### config.mk
export PLATFORM = sky130hd
export DESIGN_NAME = writeback_arbiter_flat
export DESIGN_NICKNAME = d
export VERILOG_FILES = /design/src/rtl/writeback_arbiter_pkg.sv /design/src/rtl/writeback_arbiter_if.sv /design/src/rtl/writeback_arbiter_scoreboard.sv /design/src/rtl/writeback_arbiter.sv /design/src/flat_wrapper.sv
export SDC_FILE = /design/constraint.sdc
export NUM_CORES = 1
export LEC_CHECK = 0
export CAP_MARGIN = 10
export CORE_MARGIN = 1.5
export CORE_UTILIZATION = 30
export DETAILED_ROUTE_END_ITERATION = 7
export GPL_ROUTABILITY_DRIVEN = 0
export SLEW_MARGIN = 20
export SYNTH_ARGS = -nofsm -noshare
export SYNTH_HDL_FRONTEND = slang
export SYNTH_SLANG_ARGS = --single-unit
### constraint.sdc
create_clock -name clk -period 6.9 [get_ports clk]
set_input_delay 1.38 -clock clk [delete_from_list [all_inputs] [get_ports clk]]
set_output_delay 1.38 -clock clk [all_outputs]
set_load 0.03 [all_outputs]
### src/rtl/writeback_arbiter_pkg.sv
// Shared types and constants for the writeback arbiter slice.
package writeback_arbiter_pkg;

    localparam int REG_ADDR_W = 5;
    localparam int REG_COUNT  = 32;

    typedef logic [REG_ADDR_W-1:0] reg_addr_t;

    // Which producer a grant (or the last grant) went to.
    typedef enum logic {
        SRC_ALU = 1'b0,
        SRC_MEM = 1'b1
    } src_e;

    // Writes to x0 are accepted from a source but never reach the register file.
    function automatic logic writes_reg(input reg_addr_t rd);
        return rd != '0;
    endfunction

endpackage

### src/rtl/writeback_arbiter_if.sv
// Decode, ALU, load/store and register file port bundle around the writeback arbiter.
interface writeback_arbiter_if #(
    parameter int WORD_SIZE = 32
);
    import writeback_arbiter_pkg::*;

    logic                 issue_valid;
    reg_addr_t            issue_rd;
    logic                 issue_ready;
    reg_addr_t            rs1;
    reg_addr_t            rs2;
    logic                 hazard;
    logic                 alu_valid;
    reg_addr_t            alu_rd;
    logic [WORD_SIZE-1:0] alu_data;
    logic                 alu_ready;
    logic                 mem_valid;
    reg_addr_t            mem_rd;
    logic [WORD_SIZE-1:0] mem_data;
    logic                 mem_ready;
    logic                 wr_en;
    reg_addr_t            wr_rd;
    logic [WORD_SIZE-1:0] wr_data;
    logic                 fwd1_valid;
    logic [WORD_SIZE-1:0] fwd1_data;
    logic                 fwd2_valid;
    logic [WORD_SIZE-1:0] fwd2_data;

    // Producer/decode side.
    modport master (
        output issue_valid, issue_rd, rs1, rs2,
               alu_valid, alu_rd, alu_data, mem_valid, mem_rd, mem_data,
        input  issue_ready, hazard, alu_ready, mem_ready,
               wr_en, wr_rd, wr_data, fwd1_valid, fwd1_data, fwd2_valid, fwd2_data
    );

    // Arbiter side.
    modport slave (
        input  issue_valid, issue_rd, rs1, rs2,
               alu_valid, alu_rd, alu_data, mem_valid, mem_rd, mem_data,
        output issue_ready, hazard, alu_ready, mem_ready,
               wr_en, wr_rd, wr_data, fwd1_valid, fwd1_data, fwd2_valid, fwd2_data
    );

endinterface

### src/rtl/writeback_arbiter_scoreboard.sv
// Per-register pending scoreboard: set on issue, cleared on the register file write.
module wb_scoreboard
    import writeback_arbiter_pkg::*;
(
    input  logic      clk,
    input  logic      rst,
    input  logic      issue_valid,
    input  reg_addr_t issue_rd,
    input  logic      wr_en,
    input  reg_addr_t wr_rd,
    input  reg_addr_t rs1,
    input  reg_addr_t rs2,
    input  logic      fwd1_valid,
    input  logic      fwd2_valid,
    output logic      issue_ready,
    output logic      hazard
);

    logic [REG_COUNT-1:0] pending_q, pending_d;

    // Lookups; the reset gate keeps issue_ready low while the block is held in reset.
    assign issue_ready = rst && !pending_q[issue_rd];
    assign hazard      = (pending_q[rs1] && !fwd1_valid) || (pending_q[rs2] && !fwd2_valid);

    // Clear first, then set, so a same-edge set of the same register wins.
    always_comb begin
        pending_d = pending_q;
        if (wr_en) begin
            pending_d[wr_rd] = 1'b0;
        end
        if (issue_valid && issue_ready && writes_reg(issue_rd)) begin
            pending_d[issue_rd] = 1'b1;
        end
    end

    // Scoreboard state.
    always_ff @(posedge clk or negedge rst) begin
        if (!rst) begin
            pending_q <= '0;
        end else begin
            pending_q <= pending_d;
        end
    end

endmodule

### src/rtl/writeback_arbiter.sv
// Writeback arbiter: round-robin merge of ALU and load results onto the single
// register file write port, with pending scoreboard for decode hazards.
// Optional build macro WRITEBACK_BYPASS_EN forwards the in-commit write to rs1/rs2.
module writeback_arbiter
    import writeback_arbiter_pkg::*;
#(
    parameter int WORD_SIZE = 32
) (
    input  logic               clk,
    input  logic               rst,
    writeback_arbiter_if.slave bus
);

    typedef struct packed {
        logic                 en;
        reg_addr_t            rd;
        logic [WORD_SIZE-1:0] data;
    } wb_rec_t;

    src_e    rr_last_q, rr_last_d;
    wb_rec_t wb_q, wb_d;
    logic    grant_alu, grant_mem, xfer;

    // Round-robin grant: memory wins a conflict whenever the ALU went last.
    always_comb begin
        grant_mem = bus.mem_valid && (!bus.alu_valid || rr_last_q == SRC_ALU);
        grant_alu = bus.alu_valid && !grant_mem;
        xfer      = grant_alu || grant_mem;
    end

    assign bus.alu_ready = rst && grant_alu;
    assign bus.mem_ready = rst && grant_mem;

    // Next write record and arbitration history; x0 transfers complete without a write.
    always_comb begin
        rr_last_d = rr_last_q;
        if (xfer) begin
            rr_last_d = grant_mem ? SRC_MEM : SRC_ALU;
        end
        wb_d.rd   = grant_mem ? bus.mem_rd   : bus.alu_rd;
        wb_d.data = grant_mem ? bus.mem_data : bus.alu_data;
        wb_d.en   = xfer && writes_reg(wb_d.rd);
    end

    // Output register reloads every cycle; reset drops any in-flight write.
    always_ff @(posedge clk or negedge rst) begin
        if (!rst) begin
            rr_last_q <= SRC_ALU;
            wb_q      <= '0;
        end else begin
            rr_last_q <= rr_last_d;
            wb_q      <= wb_d;
        end
    end

    assign bus.wr_en   = wb_q.en;
    assign bus.wr_rd   = wb_q.rd;
    assign bus.wr_data = wb_q.data;

`ifdef WRITEBACK_BYPASS_EN
    // The register file still returns the old value during the commit cycle.
    assign bus.fwd1_valid = rst && wb_q.en && wb_q.rd == bus.rs1 && writes_reg(bus.rs1);
    assign bus.fwd2_valid = rst && wb_q.en && wb_q.rd == bus.rs2 && writes_reg(bus.rs2);
    assign bus.fwd1_data  = wb_q.data;
    assign bus.fwd2_data  = wb_q.data;
`else
    assign bus.fwd1_valid = 1'b0;
    assign bus.fwd2_valid = 1'b0;
    assign bus.fwd1_data  = '0;
    assign bus.fwd2_data  = '0;
`endif

    wb_scoreboard u_scoreboard (
        .clk         (clk),
        .rst         (rst),
        .issue_valid (bus.issue_valid),
        .issue_rd    (bus.issue_rd),
        .wr_en       (wb_q.en),
        .wr_rd       (wb_q.rd),
        .rs1         (bus.rs1),
        .rs2         (bus.rs2),
        .fwd1_valid  (bus.fwd1_valid),
        .fwd2_valid  (bus.fwd2_valid),
        .issue_ready (bus.issue_ready),
        .hazard      (bus.hazard)
    );

endmodule

### src/flat_wrapper.sv
// flat-port wrapper written by rule: the top's interface ports become plain ports
module writeback_arbiter_flat import writeback_arbiter_pkg::*;
#(
    parameter int WORD_SIZE = 32
)
  (clk, rst, bus_issue_valid, bus_issue_rd, bus_rs1, bus_rs2, bus_alu_valid, bus_alu_rd, bus_alu_data, bus_mem_valid, bus_mem_rd, bus_mem_data, bus_issue_ready, bus_hazard, bus_alu_ready, bus_mem_ready, bus_wr_en, bus_wr_rd, bus_wr_data, bus_fwd1_valid, bus_fwd1_data, bus_fwd2_valid, bus_fwd2_data);
  writeback_arbiter_if #(.WORD_SIZE(WORD_SIZE)) bus_i ();
  input  logic clk;
  input  logic rst;
  input wire logic [$bits(bus_i.issue_valid)-1:0] bus_issue_valid;
  input wire logic [$bits(bus_i.issue_rd)-1:0] bus_issue_rd;
  input wire logic [$bits(bus_i.rs1)-1:0] bus_rs1;
  input wire logic [$bits(bus_i.rs2)-1:0] bus_rs2;
  input wire logic [$bits(bus_i.alu_valid)-1:0] bus_alu_valid;
  input wire logic [$bits(bus_i.alu_rd)-1:0] bus_alu_rd;
  input wire logic [$bits(bus_i.alu_data)-1:0] bus_alu_data;
  input wire logic [$bits(bus_i.mem_valid)-1:0] bus_mem_valid;
  input wire logic [$bits(bus_i.mem_rd)-1:0] bus_mem_rd;
  input wire logic [$bits(bus_i.mem_data)-1:0] bus_mem_data;
  output wire logic [$bits(bus_i.issue_ready)-1:0] bus_issue_ready;
  output wire logic [$bits(bus_i.hazard)-1:0] bus_hazard;
  output wire logic [$bits(bus_i.alu_ready)-1:0] bus_alu_ready;
  output wire logic [$bits(bus_i.mem_ready)-1:0] bus_mem_ready;
  output wire logic [$bits(bus_i.wr_en)-1:0] bus_wr_en;
  output wire logic [$bits(bus_i.wr_rd)-1:0] bus_wr_rd;
  output wire logic [$bits(bus_i.wr_data)-1:0] bus_wr_data;
  output wire logic [$bits(bus_i.fwd1_valid)-1:0] bus_fwd1_valid;
  output wire logic [$bits(bus_i.fwd1_data)-1:0] bus_fwd1_data;
  output wire logic [$bits(bus_i.fwd2_valid)-1:0] bus_fwd2_valid;
  output wire logic [$bits(bus_i.fwd2_data)-1:0] bus_fwd2_data;
  assign bus_i.issue_valid = bus_issue_valid;
  assign bus_i.issue_rd = bus_issue_rd;
  assign bus_i.rs1 = bus_rs1;
  assign bus_i.rs2 = bus_rs2;
  assign bus_i.alu_valid = bus_alu_valid;
  assign bus_i.alu_rd = bus_alu_rd;
  assign bus_i.alu_data = bus_alu_data;
  assign bus_i.mem_valid = bus_mem_valid;
  assign bus_i.mem_rd = bus_mem_rd;
  assign bus_i.mem_data = bus_mem_data;
  assign bus_issue_ready = bus_i.issue_ready;
  assign bus_hazard = bus_i.hazard;
  assign bus_alu_ready = bus_i.alu_ready;
  assign bus_mem_ready = bus_i.mem_ready;
  assign bus_wr_en = bus_i.wr_en;
  assign bus_wr_rd = bus_i.wr_rd;
  assign bus_wr_data = bus_i.wr_data;
  assign bus_fwd1_valid = bus_i.fwd1_valid;
  assign bus_fwd1_data = bus_i.fwd1_data;
  assign bus_fwd2_valid = bus_i.fwd2_valid;
  assign bus_fwd2_data = bus_i.fwd2_data;
  writeback_arbiter #(.WORD_SIZE(WORD_SIZE)) u_core (.clk(clk), .rst(rst), .bus(bus_i));
endmodule
==> summary.txt <==
Run status
  – Outcome: completed

CTS
  – Clock tree from TritonCTS: yes
  – Hold buffers post-CTS: 0
  – Clock Sinks: 71
  – CTS Root Cell: clkbuf_16
  – Clk slew on worst S/H paths: 0.05 ns
  – Worst-Skew Late Latency: 0.33 ns
  – Num CTS Buffers: 9
  – Maximum root-to-sink buffer count: 2
  – H-tree levels: 3
  – Post-CTS setup buffer count: 0
  – Post-CTS Resized: 0

Floorplanning
  – Die ar.: 15110 µm²
  – IO Pins: 202
  – # rows: 43
  – Die height: 122.9 µm
  – Core area: 13930 µm²
  – Chip width: 122.9 µm
  – Initial core utilization: 30.96%

Route
  – Routed length on met1: 4985 µm
  – Max Used Layer: met4
  – DRC Markers: 0
  – ANT nets after route: 0
  – Met2 WL post-DR: 5422 µm
  – Vias: 3460
  – WL/cell: 17.31 µm
  – Drt initial violations: 191
  – TritonRoute pass-1 iters: 4
  – Final wirelength: 12120 µm
  – DR WL met3: 1519 µm
  – Avg Vias per Cell: 4.943

Logic synthesis
  – #FFs+latches synth: 71
  – Synthesized area per cell: 11.21 µm²
  – Post-synth ARST share: 100.0%
  – Post-synth EDFFs: 0
  – Synth Cell Area: 4314 µm²
  – Synth Warn #: 0
  – Gate Count Post-Synth: 385
  – Sequential fraction of the synthesis area: 41.18%
  – Top FF cell, synth: dfrtp_1
  – Post-synth cell types: 43

Cells and area
  – Most frequent cells in the layout: clkdlybuf4s50_1, dfrtp_1, conb_1
  – Most common cell after layout, fill and taps aside: clkdlybuf4s50_1
  – Syn-to-layout area delta: 36.25%
  – Final nets: 609
  – Fraction of layout cells with a size suffix above 1: 14.42%
  – Diodes inserted: 0
  – Number of fill cells: 1315

Run
  – MaxCap Viol Count: 0

STA
  – Final hold viol count: 0
  – Final setup viols: 0
  – Post-layout min period: 5.692 ns
  – Tcrit/Tclk final: 82.49%
  – Slew Viols, Final: 0
  – Hold WS: 0.5309 ns
  – RSZ-0062 raised after global routing: false
  – Peak Freq: 175.7 MHz
  – Least-Margin Pin Slew: 0.8073 ns
  – Setup TNS: 0 ns
  – Max-slew headroom: 46.01%
  – Worst Skew: 0.01060 ns

Pwr
  – Clock power frac: 31.0%
  – P_int: 1.067 mW
  – P_sw: 529.2 µW
  – Switching Share: 33.16%
  – Reg power frac: 39.5%
  – Worst vdd ir: 0.1228 mV
  – Leakage Power: 2.389 nW
  – PwrDens: 271.5 nW/µm²
  – Comb power frac: 29.5%

Worst setup path
  – Worst EP required: 5.52 ns
  – CP startpoint kind: input port
  – Worst Path Arrival: 4.31 ns
  – Crit path capture type: output pin
  – WS Path Type: input port to output pin
  – R2r worst-path depth: 5
  – Reg-to-Reg Start: u_core.rr_last_q$_DFFE_PN0P_
  – R2r setup slk: 4.69 ns
  – Reg2reg end: u_core.bus.wr_en$_DFF_PN0_
  – Critical-path maximum fanout: 17

Hold path
  – Worst Hold Path EP: u_core.rr_last_q$_DFFE_PN0P_
  – Hold WC Path Type: flip-flop to flip-flop
  – WHS Path Cells: 1
  – Hold Crit Start: u_core.rr_last_q$_DFFE_PN0P_

GRT
  – Global-route wire length before repair: 18540 µm
  – Vias in the first global route: 3474
  – Global Route Usage Sum: 16.31%
  – GRT overflow: 0
  – Initial antenna violation count: 0
  – Largest net degree at the start of global routing: 54

Placement
  – DPL Wire Length: 9124 µm
  – Port Buf Inserts: 135
[worst max-delay path: stages]
cell and delay, ns:
clkdlybuf4s50_1 1.00, mux4_1 0.64, mux2i_1 0.15, nor3_1 0.09, nor2_1 0.12, and4_1 0.24, clkdlybuf4s50_1 0.68
[power by group through the flow]
stage | clock, mW | sequential, mW | combinational, mW
after CTS | 0.506 | 0.625 | 0.471
after floorplan | 0 | 0.612 | 0.308
final | 0.494 | 0.631 | 0.471
after global placement | 0 | 0.631 | 0.458
after global routing | 0.523 | 0.640 | 0.510
after detailed placement | 0 | 0.632 | 0.467
[kinds of logic (layout without fill, tap and decap cells)]
group	after synthesis	after routing	share of synthesized area, %
buf+inv	87	157	14.44
compound gates	86	86	11.92
flops	71	71	41.18
mux	78	78	23.69
simple gates	62	62	8.672
other cells	1	66	0.08692
[registers in the layout (all words and copies together) (netlist names)]
signal,count
u_core.u_scoreboard.pending_q,32
u_core.bus.wr_rd,5
u_core.bus.wr_data,32
u_core.bus.wr_en,1
u_core.rr_last_q,1
[metal layers]
layer | vias up | GRT usage, %
met5 | - | 0
met4 | 0 | 6.904
met3 | 15 | 6.504
met2 | 214 | 24.79
met1 | 1680 | 20.55
li1 | 1551 | -
[area by class of cell]
class	count	area (µm²)	area share, %
clock inverter	5	81.33	1.384
timing repair buffer	138	1371	23.33
sequential	71	1777	30.23
clock buffer	11	242.7	4.129
tap	180	225.2	3.831
multi-input combinational	292	2170	36.91
inverter	3	11.26	0.1916
[Yosys cell counts, drive strengths merged, types with 4 or more instances]
cell type | number | area (µm²)
buf | 72 | 535.5
dfrtp | 71 | 1777
o21ai | 60 | 300.3
mux2 | 41 | 461.7
mux2i | 23 | 230.2
mux4 | 14 | 330.3
clkbuf | 12 | 76.32
nand2 | 9 | 33.78
nand3 | 9 | 45.04
nand3b | 8 | 60.06
nor2b | 7 | 43.79
a221oi | 6 | 52.55
nor2 | 5 | 18.77
nand2b | 4 | 25.02
or3b | 4 | 35.03
[worst max path at each step]
stage | slack [ns] | end | start
floorplan | 2.52 | bus_hazard | bus_rs1[0]
global placement | 1.28 | bus_issue_ready | bus_issue_rd[1]
detailed placement | 1.22 | bus_issue_ready | bus_issue_rd[1]
CTS | 1.22 | bus_issue_ready | bus_issue_rd[1]
global route | 1.08 | bus_issue_ready | bus_issue_rd[1]
finish | 1.21 | bus_issue_ready | bus_issue_rd[1]
[through the flow]
| stage | cells | area, µm² | utilization [%] | total power [mW] | setup slack (ns) |
|---|---|---|---|---|---|
| after floorplan | 450 | 4558 | - | 0.9207 | 2.523 |
| after global placement | 684 | 5554 | 39.86 | 1.090 | 1.282 |
| after CTS | 700 | 5878 | 42.18 | 1.601 | 1.219 |
| after detailed placement | 684 | 5554 | 39.86 | 1.099 | 1.219 |
| final | 700 | 5878 | 42.18 | 1.596 | 1.208 |
| after global routing | 700 | 5878 | 42.18 | 1.673 | 1.078 |
Note: power is estimated with default switching activity, not from simulation.
